### config.mk
export PLATFORM = sky130hd
export DESIGN_NAME = core_mem_arbiter_flat
export DESIGN_NICKNAME = d
export VERILOG_FILES = /design/src/rtl/core_mem_arbiter_if.sv /design/src/rtl/core_mem_arbiter.sv /design/src/flat_wrapper.sv
export SDC_FILE = /design/constraint.sdc
export NUM_CORES = 1
export LEC_CHECK = 0
export ABC_AREA = 1
export BUFFER_PORTS_ARGS = -buffer_cell sky130_fd_sc_hd__buf_2
export CAP_MARGIN = 40
export CORE_ASPECT_RATIO = 1.4
export CORE_MARGIN = 3
export CORE_UTILIZATION = 54
export CTS_BUF_LIST = sky130_fd_sc_hd__clkbuf_2 sky130_fd_sc_hd__clkbuf_4 sky130_fd_sc_hd__clkbuf_8
export CTS_CLUSTER_SIZE = 8
export DETAILED_ROUTE_END_ITERATION = 10
export PLACE_DENSITY = 0.87
export SLEW_MARGIN = 0
export SYNTH_ARGS = -nofsm -noshare
export SYNTH_HDL_FRONTEND = slang
export SYNTH_SLANG_ARGS = --single-unit
### constraint.sdc
create_clock -name clk -period 3.3 [get_ports clk]
set_input_delay 0.99 -clock clk [delete_from_list [all_inputs] [get_ports clk]]
set_output_delay 0.99 -clock clk [all_outputs]
set_load 0.1 [all_outputs]
### src/rtl/core_mem_arbiter_if.sv
// Memory-side request/response bus of the Core memory arbiter.
//   m_valid  request valid (arbiter -> memory)
//   m_ready  memory accepts the request in a cycle where m_valid is high
//   m_addr   request word address
//   m_we     request byte enables, 0 = read
//   m_wdata  request write data
//   m_rvalid one-cycle response strobe (read data or write acknowledge)
//   m_rdata  response data, meaningful only while m_rvalid is high
// The master modport is the arbiter; the slave modport is the bus wrapper / memory.
interface core_mem_arbiter_if #(
    parameter int ADDR_W = 14,
    parameter int DATA_W = 32
);
    logic              m_valid;
    logic              m_ready;
    logic [ADDR_W-1:0] m_addr;
    logic [3:0]        m_we;
    logic [DATA_W-1:0] m_wdata;
    logic              m_rvalid;
    logic [DATA_W-1:0] m_rdata;

    modport master (
        output m_valid, m_addr, m_we, m_wdata,
        input  m_ready, m_rvalid, m_rdata
    );

    modport slave (
        input  m_valid, m_addr, m_we, m_wdata,
        output m_ready, m_rvalid, m_rdata
    );
endinterface

### src/rtl/core_mem_arbiter.sv
// Shares one memory master port between the Core's instruction-fetch (I) and
// data (D) requesters. Each access runs grant -> request/accept -> response ->
// done, with D winning when both are pending at the arbitration point (IDLE).
// Ports:
//   clk, rst           clock, synchronous active-low reset
//   i_req/i_addr       fetch request (level, held until its done cycle)
//   i_rdata            fetch data, updated in the I done cycle and held
//   sync_i             I access outstanding (Core stalls while high)
//   d_req/d_we/d_addr/d_wdata  data request, d_we = 0 means read
//   d_rdata            load data, updated in the D done cycle and held
//   sync_d             D access outstanding
//   mem                memory-side bus (master modport)
//   err                sticky timeout flag, cleared only by reset
module core_mem_arbiter #(
    parameter int ADDR_W  = 14,
    parameter int DATA_W  = 32,
    parameter int TIMEOUT = 255
) (
    input  logic               clk,
    input  logic               rst,
    input  logic               i_req,
    input  logic [ADDR_W-1:0]  i_addr,
    output logic [DATA_W-1:0]  i_rdata,
    output logic               sync_i,
    input  logic               d_req,
    input  logic [3:0]         d_we,
    input  logic [ADDR_W-1:0]  d_addr,
    input  logic [DATA_W-1:0]  d_wdata,
    output logic [DATA_W-1:0]  d_rdata,
    output logic               sync_d,
    core_mem_arbiter_if.master mem,
    output logic               err
);
    // Counter is at least 8 bits wide so small TIMEOUT values still share one layout.
    localparam int CNT_W = ($clog2(TIMEOUT + 1) > 8) ? $clog2(TIMEOUT + 1) : 8;
    // The counter reads k in the (k+1)-th REQ/WAIT cycle, so this value marks
    // the last cycle allowed before the access is forced to DONE.
    localparam logic [CNT_W-1:0] CNT_LAST = CNT_W'(TIMEOUT - 1);

    typedef enum logic [2:0] {
        IDLE,
        I_REQ,
        I_WAIT,
        D_REQ,
        D_WAIT,
        DONE
    } state_t;

    state_t           state_reg;
    logic [CNT_W-1:0] cnt_reg;
    logic             done_i_reg;
    logic             done_d_reg;

    logic serving_d;
    logic timed_out;
    logic is_read;

    assign serving_d = (state_reg == D_REQ) || (state_reg == D_WAIT);
    assign timed_out = (cnt_reg >= CNT_LAST);
    assign is_read   = (mem.m_we == 4'b0000);

    // Stall drops in the done cycle so the Core advances exactly once per access.
    assign sync_i = i_req & ~done_i_reg;
    assign sync_d = d_req & ~done_d_reg;

    always_ff @(posedge clk) begin
        if (!rst) begin
            state_reg   <= IDLE;
            cnt_reg     <= '0;
            done_i_reg  <= 1'b0;
            done_d_reg  <= 1'b0;
            mem.m_valid <= 1'b0;
            mem.m_addr  <= '0;
            mem.m_we    <= '0;
            mem.m_wdata <= '0;
            i_rdata     <= '0;
            d_rdata     <= '0;
            err         <= 1'b0;
        end else begin
            case (state_reg)
                IDLE: begin
                    cnt_reg <= '0;
                    // Request fields are captured here and never re-sampled.
                    if (d_req) begin
                        state_reg   <= D_REQ;
                        mem.m_valid <= 1'b1;
                        mem.m_addr  <= d_addr;
                        mem.m_we    <= d_we;
                        mem.m_wdata <= d_wdata;
                    end else if (i_req) begin
                        state_reg   <= I_REQ;
                        mem.m_valid <= 1'b1;
                        mem.m_addr  <= i_addr;
                        mem.m_we    <= 4'b0000;
                        mem.m_wdata <= '0;
                    end
                end

                I_REQ, D_REQ: begin
                    cnt_reg <= cnt_reg + 1'b1;
                    if (mem.m_ready) begin
                        mem.m_valid <= 1'b0;
                        state_reg   <= serving_d ? D_WAIT : I_WAIT;
                    end else if (timed_out) begin
                        mem.m_valid <= 1'b0;
                        state_reg   <= DONE;
                        err         <= 1'b1;
                        if (serving_d) begin
                            done_d_reg <= 1'b1;
                            if (is_read) begin
                                d_rdata <= '0;
                            end
                        end else begin
                            done_i_reg <= 1'b1;
                            i_rdata    <= '0;
                        end
                    end
                end

                I_WAIT, D_WAIT: begin
                    cnt_reg <= cnt_reg + 1'b1;
                    // A real response wins over a timeout landing in the same cycle.
                    if (mem.m_rvalid || timed_out) begin
                        state_reg <= DONE;
                        if (!mem.m_rvalid) begin
                            err <= 1'b1;
                        end
                        if (serving_d) begin
                            done_d_reg <= 1'b1;
                            if (is_read) begin
                                d_rdata <= mem.m_rvalid ? mem.m_rdata : '0;
                            end
                        end else begin
                            done_i_reg <= 1'b1;
                            i_rdata    <= mem.m_rvalid ? mem.m_rdata : '0;
                        end
                    end
                end

                DONE: begin
                    state_reg  <= IDLE;
                    done_i_reg <= 1'b0;
                    done_d_reg <= 1'b0;
                end

                default: begin
                    state_reg <= IDLE;
                end
            endcase
        end
    end
endmodule

### src/flat_wrapper.sv
// flat-port wrapper written by rule: the top's interface ports become plain ports
module core_mem_arbiter_flat 
#(
    parameter int ADDR_W  = 14,
    parameter int DATA_W  = 32,
    parameter int TIMEOUT = 255
)
  (clk, rst, i_req, i_addr, i_rdata, sync_i, d_req, d_we, d_addr, d_wdata, d_rdata, sync_d, err, mem_m_valid, mem_m_addr, mem_m_we, mem_m_wdata, mem_m_ready, mem_m_rvalid, mem_m_rdata);
  core_mem_arbiter_if #(.ADDR_W(ADDR_W), .DATA_W(DATA_W)) mem_i ();
  input  logic clk;
  input  logic rst;
  input  logic i_req;
  input  logic [ADDR_W-1:0] i_addr;
  output logic [DATA_W-1:0] i_rdata;
  output logic sync_i;
  input  logic d_req;
  input  logic [3:0] d_we;
  input  logic [ADDR_W-1:0] d_addr;
  input  logic [DATA_W-1:0] d_wdata;
  output logic [DATA_W-1:0] d_rdata;
  output logic sync_d;
  output logic err;
  output wire logic [$bits(mem_i.m_valid)-1:0] mem_m_valid;
  output wire logic [$bits(mem_i.m_addr)-1:0] mem_m_addr;
  output wire logic [$bits(mem_i.m_we)-1:0] mem_m_we;
  output wire logic [$bits(mem_i.m_wdata)-1:0] mem_m_wdata;
  input wire logic [$bits(mem_i.m_ready)-1:0] mem_m_ready;
  input wire logic [$bits(mem_i.m_rvalid)-1:0] mem_m_rvalid;
  input wire logic [$bits(mem_i.m_rdata)-1:0] mem_m_rdata;
  assign mem_m_valid = mem_i.m_valid;
  assign mem_m_addr = mem_i.m_addr;
  assign mem_m_we = mem_i.m_we;
  assign mem_m_wdata = mem_i.m_wdata;
  assign mem_i.m_ready = mem_m_ready;
  assign mem_i.m_rvalid = mem_m_rvalid;
  assign mem_i.m_rdata = mem_m_rdata;
  core_mem_arbiter #(.ADDR_W(ADDR_W), .DATA_W(DATA_W), .TIMEOUT(TIMEOUT)) u_core (.clk(clk), .rst(rst), .i_req(i_req), .i_addr(i_addr), .i_rdata(i_rdata), .sync_i(sync_i), .d_req(d_req), .d_we(d_we), .d_addr(d_addr), .d_wdata(d_wdata), .d_rdata(d_rdata), .sync_d(sync_d), .mem(mem_i), .err(err));
endmodule
==> metrics <==
# IOs 220; vias in the first global route 5,312; final core utilization 0.717; Clock Sinks 129; # rows 43; area delta synth->final 28.2%; Initial Util 0.559; Setup violations, final 0; CP max stage cell buf_2; CTS Hold Bufs 0; starting DRC count in detailed routing 236; antenna violations before repair 0; postcts setup bufs 0; endpoints failing hold 0; routed vias/inst 4.83; crit path cell chain buf_2 > inv_1 > nor2_1 > buf_2; worst min-delay path class reg2reg; Die Y 126 um; Final Cycle Share 0.793; gr ovfl total 0; Post-Syn Area 0.00560 mm2; reported max-cap violation count 0; setup repair after global routing missed its margin no; Worst Path Class, Setup in2out; Final min period 2.62 ns; Top Registers u_core.d_rdata (32), u_core.i_rdata (32), u_core.mem.m_wdata (32); ANT cells 0; Avg Cell Area, Syn 6.70 um2; Avg WL per Cell 12.4 um; fmax 0.382 GHz; CORE AREA 0.0100 mm2; CTS tree yes; first-pass GRT wire length 24.1 mm; gr usage total 0.253; largest net degree at the start of global routing 85; Routability Congestion 0.953; DR pass1 iterations 5; die span in x 92.1 um; Root Driver clkbuf_8; Setup crit start kind input pin; post-route ant nets 0; Multi-input gate area 0.00242 mm2; status complete, no violations; Syn. warnings 0; CP endpoint kind primary output; Clock transition at path regs 0.07 ns; Max Slew Vio Count 0; Max-Slew Margin vs Limit 0.473; Syn Nets 940; Bufs on Longest Clock Path 2; Mapped Cells 836; Worst-Skew Late Latency 0.43 ns; CP max stage delay 0.43 ns; layout cells sized above 1 0.267; hpwl dp 10.3 mm; H-tree depth 4; nets 1,141; count of cell types in the netlist 30; IO Port Bufs 219; TritonCTS buffer count 17; Worst Path Max Fanout 3; drt drc 0; sequential area share after synthesis 0.461; Setup TNS 0 ns; Sequential Area 0.00258 mm2; die area 0.0116 mm2; required time of the critical path 2.31 ns; flops & latches, synth 129; vias 5,726; Arr. time, crit path 1.63 ns; post-CTS resize count 0; drt total wl 14.7 mm; worst slew pin tran 0.791 ns; skew final 0.0118 ns; Filler cells 857; Crit path top cell by count buf_2
cells in the mapped netlist:
| library cell | count | share of area |
|---|---|---|
| a31oi_1 | 14 | 0.016 |
| dfxtp_1 | 129 | 0.46 |
| nand3_1 | 43 | 0.038 |
| clkinv_1 | 1 | 0.00067 |
| xor2_1 | 1 | 0.0016 |
| o22ai_1 | 1 | 0.0011 |
| a21oi_1 | 53 | 0.047 |
| clkbuf_1 | 26 | 0.017 |
| buf_2 | 18 | 0.016 |
| o21a_1 | 3 | 0.0040 |
| nand4_1 | 2 | 0.0022 |
| a21oi_2 | 1 | 0.0016 |
| o21ai_1 | 24 | 0.021 |
| o31ai_1 | 1 | 0.0013 |
| o21ba_2 | 1 | 0.0018 |
| a211oi_1 | 1 | 0.0013 |
| nor3_1 | 2 | 0.0018 |
| inv_1 | 99 | 0.066 |
| nand3_2 | 3 | 0.0054 |
| inv_2 | 5 | 0.0034 |
| nand4_4 | 1 | 0.0038 |
| nand2_1 | 227 | 0.15 |
| nand2_2 | 3 | 0.0034 |
| o21ai_0 | 19 | 0.017 |
| nor2_4 | 2 | 0.0040 |
| buf_1 | 3 | 0.0020 |
| ha_1 | 2 | 0.0045 |
| nor2_1 | 149 | 0.10 |
| buf_4 | 1 | 0.0013 |
| xnor2_1 | 1 | 0.0016 |
critical path, delay by kind of cell:
kind	cells	cell delay, ns
buf+inv	3	0.55
simple gates	1	0.08
routing by layer:
layer / GRT usage / wire, um
met1: 0.294 / 5930
met2: 0.427 / 7100
met3: 0.0706 / 1150
met4: 0.123 / 541
met5: 0 / 0
cell families after synthesis:
group                    count (synthesis)  share of synthesized area
AO/OA/AOI/OAI                          118                      0.113
adder cells (fa/ha/maj)                  2                    0.00447
buffers and inverters                  153                      0.107
flip-flops                             129                      0.461
XOR/XNOR                                 2                    0.00313
AND/OR/NAND/NOR                        432                      0.311
layout make-up:
type                            instances  share of cell area
Sequential cell                       129               0.360
Multi-Input combinational cell        554               0.337
Timing Repair Buffer                  230               0.170
Inverter                              105              0.0549
Clock buffer                           18              0.0345
Tap cell                              135              0.0235
Clock inverter                         14              0.0197
final timing paths:
| check | from | cells past startpoint | slack, ns | to |
|---|---|---|---|---|
| setup reg to reg | u_core.cnt_reg[4] | 8 | 1.20 | u_core.i_rdata[20] |
| hold / removal | u_core.mem.m_wdata[17] | 2 | 0.46 | u_core.mem.m_wdata[17] |
| setup / recovery | i_req | 4 | 0.68 | sync_i |
| hold reg to reg | u_core.mem.m_wdata[17] | 2 | 0.46 | u_core.mem.m_wdata[17] |
stage by stage:
| step | hold WS (ns) | cell area, um2 | instances | setup slack (ns) |
|---|---|---|---|---|
| after global routing | 0.474 | 7180 | 1185 | 0.596 |
| final | 0.460 | 7180 | 1185 | 0.682 |
| after global placement | 0.441 | 6750 | 1151 | 0.691 |
| after detailed placement | 0.449 | 6790 | 1153 | 0.687 |
| after CTS | 0.461 | 7180 | 1185 | 0.683 |
| after floorplan | 0.429 | 5600 | 836 | 0.0213 |
layout by cell type, fill, tap and decap left out, types with 3 or more instances in the layout:
cell,n
nor2_1,148
o21ai_0,19
nand3_1,43
o21a_1,3
buf_2,218
inv_1,99
buf_4,9
nand2_2,3
nand2_1,227
a21oi_1,52
clkbuf_8,18
inv_2,5
nand3_2,3
dfxtp_1,129
clkinv_4,3
clkinv_2,5
clkinvlp_4,4
a31oi_1,14
o21ai_1,24
Power is left out: the tool's default activity adds up to more than one toggle a clock period on the data nets, which glitch-free logic cannot reach.
